<file path="src/rtl/branch_predictor.sv">
// rtl/branch_predictor.sv - direct-mapped 2-bit counter predictor with BTB, mispredict detect and stats
module branch_predictor #(
  parameter int XLEN         = 32,
  parameter int ENTRIES      = 16,
  parameter int TAG_BITS     = 8,
  parameter int COUNTER_INIT = 1,
  parameter int STAT_WIDTH   = 16
) (
  input  logic                  clock,
  input  logic                  reset_n,
  input  logic [XLEN-1:0]       if_pc,
  output logic                  if_predict_taken,
  output logic [XLEN-1:0]       if_predict_target,
  output logic                  if_predict_hit,
  input  logic                  ex_update_valid,
  input  logic [XLEN-1:0]       ex_pc,
  input  logic                  ex_taken,
  input  logic [XLEN-1:0]       ex_target,
  input  logic                  ex_predicted_taken,
  input  logic [XLEN-1:0]       ex_predicted_target,
  output logic                  ex_mispredict,
  output logic [XLEN-1:0]       ex_redirect_pc,
  output logic [STAT_WIDTH-1:0] stat_updates,
  output logic [STAT_WIDTH-1:0] stat_mispredicts
);

  localparam int IDX = $clog2(ENTRIES);
  localparam logic [1:0] CTR_INIT = 2'(COUNTER_INIT);

  logic                valid   [ENTRIES];
  logic [TAG_BITS-1:0] tags    [ENTRIES];
  logic [XLEN-1:0]     targets [ENTRIES];
  logic [1:0]          ctrs    [ENTRIES];

  logic [IDX-1:0]      if_idx;
  logic [TAG_BITS-1:0] if_tag;
  logic [IDX-1:0]      ex_idx;
  logic [TAG_BITS-1:0] ex_tag;
  logic                ex_hit;

  assign if_idx = if_pc[IDX+1:2];
  assign if_tag = if_pc[IDX+TAG_BITS+1:IDX+2];
  assign ex_idx = ex_pc[IDX+1:2];
  assign ex_tag = ex_pc[IDX+TAG_BITS+1:IDX+2];

  // IF reads the registered table only, so a same-cycle EX write is not bypassed
  assign if_predict_hit    = valid[if_idx] && (tags[if_idx] == if_tag);
  assign if_predict_taken  = if_predict_hit && ctrs[if_idx][1];
  assign if_predict_target = if_predict_hit ? targets[if_idx] : if_pc + XLEN'(4);

  assign ex_hit = valid[ex_idx] && (tags[ex_idx] == ex_tag);

  assign ex_mispredict  = ex_update_valid &&
                          ((ex_taken != ex_predicted_taken) ||
                           (ex_taken && (ex_target != ex_predicted_target)));
  assign ex_redirect_pc = ex_taken ? ex_target : ex_pc + XLEN'(4);

  always_ff @(posedge clock or negedge reset_n) begin
    if (!reset_n) begin
      for (int i = 0; i < ENTRIES; i++) begin
        valid[i] <= 1'b0;
        ctrs[i]  <= CTR_INIT;
      end
    end else if (ex_update_valid) begin
      if (ex_hit) begin
        if (ex_taken && ctrs[ex_idx] != 2'd3) begin
          ctrs[ex_idx] <= ctrs[ex_idx] + 2'd1;
        end else if (!ex_taken && ctrs[ex_idx] != 2'd0) begin
          ctrs[ex_idx] <= ctrs[ex_idx] - 2'd1;
        end
      end else if (ex_taken) begin
        valid[ex_idx] <= 1'b1;
        ctrs[ex_idx]  <= 2'd2;
      end
    end
  end

  // Tag/target carry no reset; a stale write is harmless while valid is clear
  always_ff @(posedge clock) begin
    if (ex_update_valid && ex_taken) begin
      tags[ex_idx]    <= ex_tag;
      targets[ex_idx] <= ex_target;
    end
  end

  always_ff @(posedge clock or negedge reset_n) begin
    if (!reset_n) begin
      stat_updates     <= '0;
      stat_mispredicts <= '0;
    end else begin
      if (ex_update_valid && !(&stat_updates)) begin
        stat_updates <= stat_updates + STAT_WIDTH'(1);
      end
      if (ex_mispredict && !(&stat_mispredicts)) begin
        stat_mispredicts <= stat_mispredicts + STAT_WIDTH'(1);
      end
    end
  end

endmodule

</file>
<file path="config.mk">
export PLATFORM = sky130hd
export DESIGN_NAME = branch_predictor
export DESIGN_NICKNAME = d
export VERILOG_FILES = /design/src/rtl/branch_predictor.sv
export SDC_FILE = /design/constraint.sdc
export NUM_CORES = 1
export LEC_CHECK = 0
export ABC_AREA = 1
export ABC_CLOCK_PERIOD_IN_PS = 3600
export BUFFER_PORTS_ARGS = -buffer_cell sky130_fd_sc_hd__buf_2
export CORE_MARGIN = 1.5
export CORE_UTILIZATION = 45
export DETAILED_ROUTE_END_ITERATION = 6
export PLACE_DENSITY = 0.64
export SETUP_SLACK_MARGIN = 0.02
export SYNTH_ARGS = -nofsm -noshare
export SYNTH_HDL_FRONTEND = slang
export SYNTH_SLANG_ARGS = --single-unit
</file>
<file path="constraint.sdc">
create_clock -name clock -period 3.6 [get_ports clock]
set_input_delay 0.72 -clock clock [delete_from_list [all_inputs] [get_ports clock]]
set_output_delay 0.72 -clock clock [all_outputs]
set_load 0.01 [all_outputs]
</file>
# Word-level counts from Yosys, hierarchy flattened
# Memory sizes are Yosys's and may differ from the RTL's.
# Cells that the tools add are included.
# totals
register_bits	80
mem_bits_rw	640
elab_cells	105
memories	2
# mem_list
memory	words	width	rd	rd_ports_with_merged_regs	wr	line_no	source
targets	16	32	1	0	1	32	logic [XLEN-1:0] targets [ENTRIES];
tags	16	8	2	0	1	31	logic [TAG_BITS-1:0] tags [ENTRIES];
# op_classes
addsub	6
n_lt_le_gt_ge	3
eq_ne	6
n_mux	26
bitwise	7
n_reduce_logical	21
# ops
cell	n
32-bit two-way mux	6
32-bit by 3-bit adder with 32-bit output (second input constant)	2
32-bit bitwise mux	2
16-bit by 1-bit adder with 16-bit output (second input constant)	2
32-bit inequality test	1
16-bit OR	2
16-bit AND reduction	2
16-bit AND	1
2-bit binary-select mux with 4-bit select	2
8-bit equality test	2
16-bit inverter	1
1-bit logical AND	11
5-bit >= comparator (second input constant)	2
2-bit two-way mux	5
4-bit inverter with 5-bit output	2
1-bit binary-select mux with 4-bit select	2
2-bit demux with 4-bit select	1
1-bit two-way mux	7
3-bit AND reduction	2
5-bit by 1-bit < comparator with 1-bit output (second input constant)	1
1-bit demux with 4-bit select	1
2-bit nonzero test	2
1-bit zero test	3
3-bit by 1-bit inequality test with 1-bit output (second input constant)	1
other kinds (6)	6

# Depth between registers and ports, before layout
# depth
word_depth	9
ltp_mapped	21

# Worst setup path after synthesis
# OpenSTA, ideal clock, no wires.
# synth_timing
kind	input -> register
start	input port ex_pc[2]
end	memory tags[8][0] (enable)
setup_time_ns	0.437
arrival_time_ns	3.841
t_required_ns	3.163
setup_slack_ns	-0.679
cell_stages	10
path_cell_list	buf_6 -> inv_4 -> buf_2 -> buf_1 -> clkbuf_1 -> ha_1 -> inv_1 -> nor2_1 -> inv_1 -> nor2_1
# synth_lines
element	line_no	source
start: declaration	16	input logic [XLEN-1:0] ex_pc,
end: declaration	31	
# Straight into the memory's write port.

# Worst setup path in the final report
# layout_timing
start	input port if_pc[4]
end	output port if_predict_target[15]
# layout_between
elab_chain_len	6
word_cells_on_any_way	10
# layout_lines
element	line_no	source
start: declaration	11	input logic [XLEN-1:0] if_pc,
branches (longest 5 deep; another with 32-bit by 3-bit adder with 32-bit output)	n/a	
32-bit two-way mux (*)	49	assign if_predict_target = if_predict_hit ? targets[if_idx] : if_pc + XLEN'(4);
end: declaration	13	output logic [XLEN-1:0] if_predict_target,
# Mark *: on every way between the ends. The select of a mux whose other input is x is not followed.

==> run_results.csv <==
group,metric,value,unit
clocking,cts.reportedPaths.clkPinSlew,0.05,ns
clocking,tritoncts,"done",
yosys,postSynthNetCount,3503,
sta,hold_viol_final,0,
cells_and_area,flow.area_growth_from_synthesis,22.6,%
sta,slew_violations,0,
placement,port-buffer-count,231,
yosys,ys_top_cells_by_area,"sky130_fd_sc_hd__edfxtp_1, sky130_fd_sc_hd__nand2_1, sky130_fd_sc_hd__o21ai_0",
yosys,synth-seq-area-share,63.0,%
yosys,synth.lib_cells_used.distinct,50,
min_path,timing.hold.worst.class,"in2async",
clocking,cts.sink_count,720,
drt,detail_route.vias_per_cell,5.80,
global_route,initial_antenna_violation_count,11,
critical_path,cp-start-kind,"primary input",
critical_path,crit_type,"in2out",
critical_path,critical_path.max_stage_delay,0.33,ns
die,die-height,277,um
clocking,numCtsBuffers,78,
critical_path,worstPathRequired,2.88,ns
flow_run,maxCapViolCount,0,
sta,worst_hold_slack,0.289,ns
placement,detailedPlacementHpwl,72700,um
cells_and_area,finalNonFillerCells,4799,
critical_path,critical_path.endpoint_type,"output port",
drt,drt_drc_violations_left,0,
yosys,synth.cell_area,33700,um2
critical_path,worst-path-max-fanout,9,
critical_path,critPathMostFrequentCell,"sky130_fd_sc_hd__buf_4",
clocking,clock_path_buffers,3,
die,core_area,74300,um2
sta,fmaxAchievable,0.274,GHz
yosys,yosys_register_bits,720,
drt,drt_first_pass_iters,5,
yosys,ys.warnings.count,0,
sta,rsz0062_at_grt,"yes",
global_route,number_of_global_route_vias_before_repair,25800,
global_route,grt.total_usage,29.3,%
pwr,report.power.total,0.0197,W
die,ios,232,
clocking,clk-insertion-delay-late,0.64,ns
yosys,synth.avg_cell_area,10.0,um2
clocking,cts_root_buf,"sky130_fd_sc_hd__clkbuf_16",
die,rows,100,
pwr,worst_ir_drop_vdd,0.302,mV
die,floorplan.initialDensity,45.3,%
cells_and_area,post_route_cells_drive_above_1_share,20.0,%
drt,wl_per_cell,23.9,um
sta,fin_crit_sh,101,%
die,die-area,76500,um2
critical_path,cp_data_arrival_time,2.93,ns
pwr,powerDensity,478,nW/um2
cells_and_area,final_net_count,3905,
yosys,synth_largest_type_area_fraction,57.0,%
critical_path,worst_path_max_delay_cell,"sky130_fd_sc_hd__nor3_4",
sta,timing.final.crit_period,3.65,ns
clocking,cts_htree_levels,3,
drt,detail_route.wirelength,115000,um
global_route,grt-ovfl-total,0,
sta,fin_worst_skew,0.0379,ns
outcome,outcome,"finished, violations left",
sta,report.final.setup_viol,28,
sta,postLayoutSetupSlackWorst,-0.0486,ns
yosys,synthArstFlopShare,11.1,%
sta,slew_headroom,31.2,%
yosys,post_synth_edffs,640,
die,dieWidth,277,um
sta,finalSetupTns,-0.772,ns
placement,globalplace.congestion,0.977,
yosys,synth_ff_type,"sky130_fd_sc_hd__edfxtp_1",
cells_and_area,fillers,6382,
yosys,yosys.area.top_type,"sky130_fd_sc_hd__edfxtp_1",
global_route,grt_max_degree,109,
pwr,leakage,16.1,nW
drt,detail-route-antenna-nets,0,
drt,routed_via_count,27800,
drt,detailedRoute.firstIterationViolations,3560,
critical_path,reg2reg_depth,17,
placement,dpl.cell_count,4636,
clocking,cts-hold-fix-buffers,0,
critical_path,critical_path.cell_chain,"buf_4, buf_4, nor2_4, buf_4, nand2_1, nand3_1, xor2_1, nor3_4, buf_4, clkbuf_16, nand3_1, nand2_2, buf_2",
outcome,violated_checks,"setup timing",
sta,worstMarginPinSlew,1.03,ns
global_route,first_pass_grt_wire_length,167000,um
yosys,netlist_instances,3361,
layer usage:
metal  vias to the layer above  wire, um  track usage, %
met1                     13400     46700            41.6
li1                      12500         -               -
met2                      1686     50500            44.0
met5                         -        27               0
met3                       251     13000            6.11
met4                         4      4400            12.0
metrics by stage:
stage	setup WS (ns)	area, um2	util, %
after floorplan	-0.118	33700	-
after global placement	-0.282	38100	51.2
after detailed placement	-0.186	38100	51.2
after CTS	0.0210	40700	54.8
after global routing	-0.150	41300	55.6
final	-0.0486	41300	55.6
state kept, by name, indices dropped and copies added, names as in the netlist:
name / cells
valid: 16
ctrs: 32
targets: 512
tags: 128
stat_mispredicts: 16
stat_updates: 16
placed cells by master (no fill, tap or decap), drive strengths merged, types with 3 or more instances in the layout:
master  Yosys  final
clkbuf    128    107
a21o        3      3
or2         3      3
ha          9      9
o22ai      83     83
nor3       27     27
bufinv      0      6
o221ai     54     54
edfxtp    640    640
nand3     246    246
xnor2      24     24
nand3b      3      3
clkinv      1     31
o21bai      8      8
xor2       64     64
o21ai     417    417
o211ai     15     15
nand2     682    682
a21oi      94     94
nor4        4      4
nor3b       3      3
nor2      417    417
buf        70    516
nand4      40     40
inv       233    233
diode       0      6
dfstp      16     16
dfrtp      64     64
where the power goes:
group / internal (W) / switching [W] / leakage, nW
combinational: 0.000803 / 0.00150 / 8.16
clock: 0.00463 / 0.00333 / 1.23
sequential: 0.00931 / 0.000161 / 6.71
total: 0.0147 / 0.00499 / 16.1
cell families (layout without fill, tap and decap cells):
family                     after synthesis  after routing  share of synthesized area [%]
DFF                                    720            720                           63.0
xor gates and xnor gates                88             88                           2.29
AOI/OAI and AO/OA                      686            686                           11.4
buffers and inverters                  432            895                           5.22
other                                    0              6                              0
and+or+nand+nor                       1426           1426                           17.7
adders and majority gates                9              9                          0.334
path summary, 6_finish.rpt:
kind / start / endpoint / slack, ns
setup / recovery: if_pc[4] / if_predict_target[15] / -0.05
hold / removal: reset_n / stat_updates[5]$_DFFE_PN0P_ / 0.29
setup reg to reg: tags[0][6]$_DFFE_PP_ / ctrs[12]$_DFFE_PN1P_ / 1.19
hold reg to reg: ctrs[28]$_DFFE_PN1P_ / ctrs[28]$_DFFE_PN1P_ / 0.47
max in group asynchronous: reset_n / valid[2]$_DFFE_PN0P_ / 2.65
min in group clock: ex_target[14] / targets[4][14]$_DFFE_PP_ / 0.42
Yosys cell counts, types with 5 or more instances:
cell type,n
sky130_fd_sc_hd__dfstp_2,16
sky130_fd_sc_hd__o21bai_1,8
sky130_fd_sc_hd__o221ai_1,54
sky130_fd_sc_hd__buf_1,10
sky130_fd_sc_hd__nor3_2,6
sky130_fd_sc_hd__nand2_2,6
sky130_fd_sc_hd__o211ai_1,15
sky130_fd_sc_hd__dfrtp_1,64
sky130_fd_sc_hd__nor3_1,20
sky130_fd_sc_hd__nand2_1,676
sky130_fd_sc_hd__xor2_1,64
sky130_fd_sc_hd__nand3_1,242
sky130_fd_sc_hd__buf_2,45
sky130_fd_sc_hd__ha_1,9
sky130_fd_sc_hd__clkbuf_1,128
sky130_fd_sc_hd__o21ai_0,409
sky130_fd_sc_hd__o21ai_1,8
sky130_fd_sc_hd__o22ai_1,83
sky130_fd_sc_hd__a21oi_1,94
sky130_fd_sc_hd__xnor2_1,24
sky130_fd_sc_hd__inv_1,229
sky130_fd_sc_hd__buf_6,6
sky130_fd_sc_hd__nor2_1,408
sky130_fd_sc_hd__nor2_2,5
sky130_fd_sc_hd__edfxtp_1,640
sky130_fd_sc_hd__buf_4,9
sky130_fd_sc_hd__nand4_1,40
layout make-up:
cell class                      instances  area [um2]  area share, %
Tap cell                              969        1210           2.94
Inverter                              234         901           2.18
Clock buffer                          103        2140           5.18
Multi-Input combinational cell       2209       11200           27.1
Antenna cell                            6        15.0         0.0364
Sequential cell                       720       21200           51.4
Timing Repair Buffer                  520        4200           10.2
Clock inverter                         38         399          0.966
worst max-delay path: cells and delay by family:
family / cells / cell delay, ns
simple gates: 6 / 0.97
buf+inv: 6 / 1.10
xor+xnor: 1 / 0.12
repair_timing:
item,in CTS,in global routing
endpoints found under the setup margin,37,46
hold endpoints to repair,0,0
buffers inserted,2,11
cloned,0,3
pin swaps,11,26
resized for setup,31,103
(Power assumes the default switching activity.)
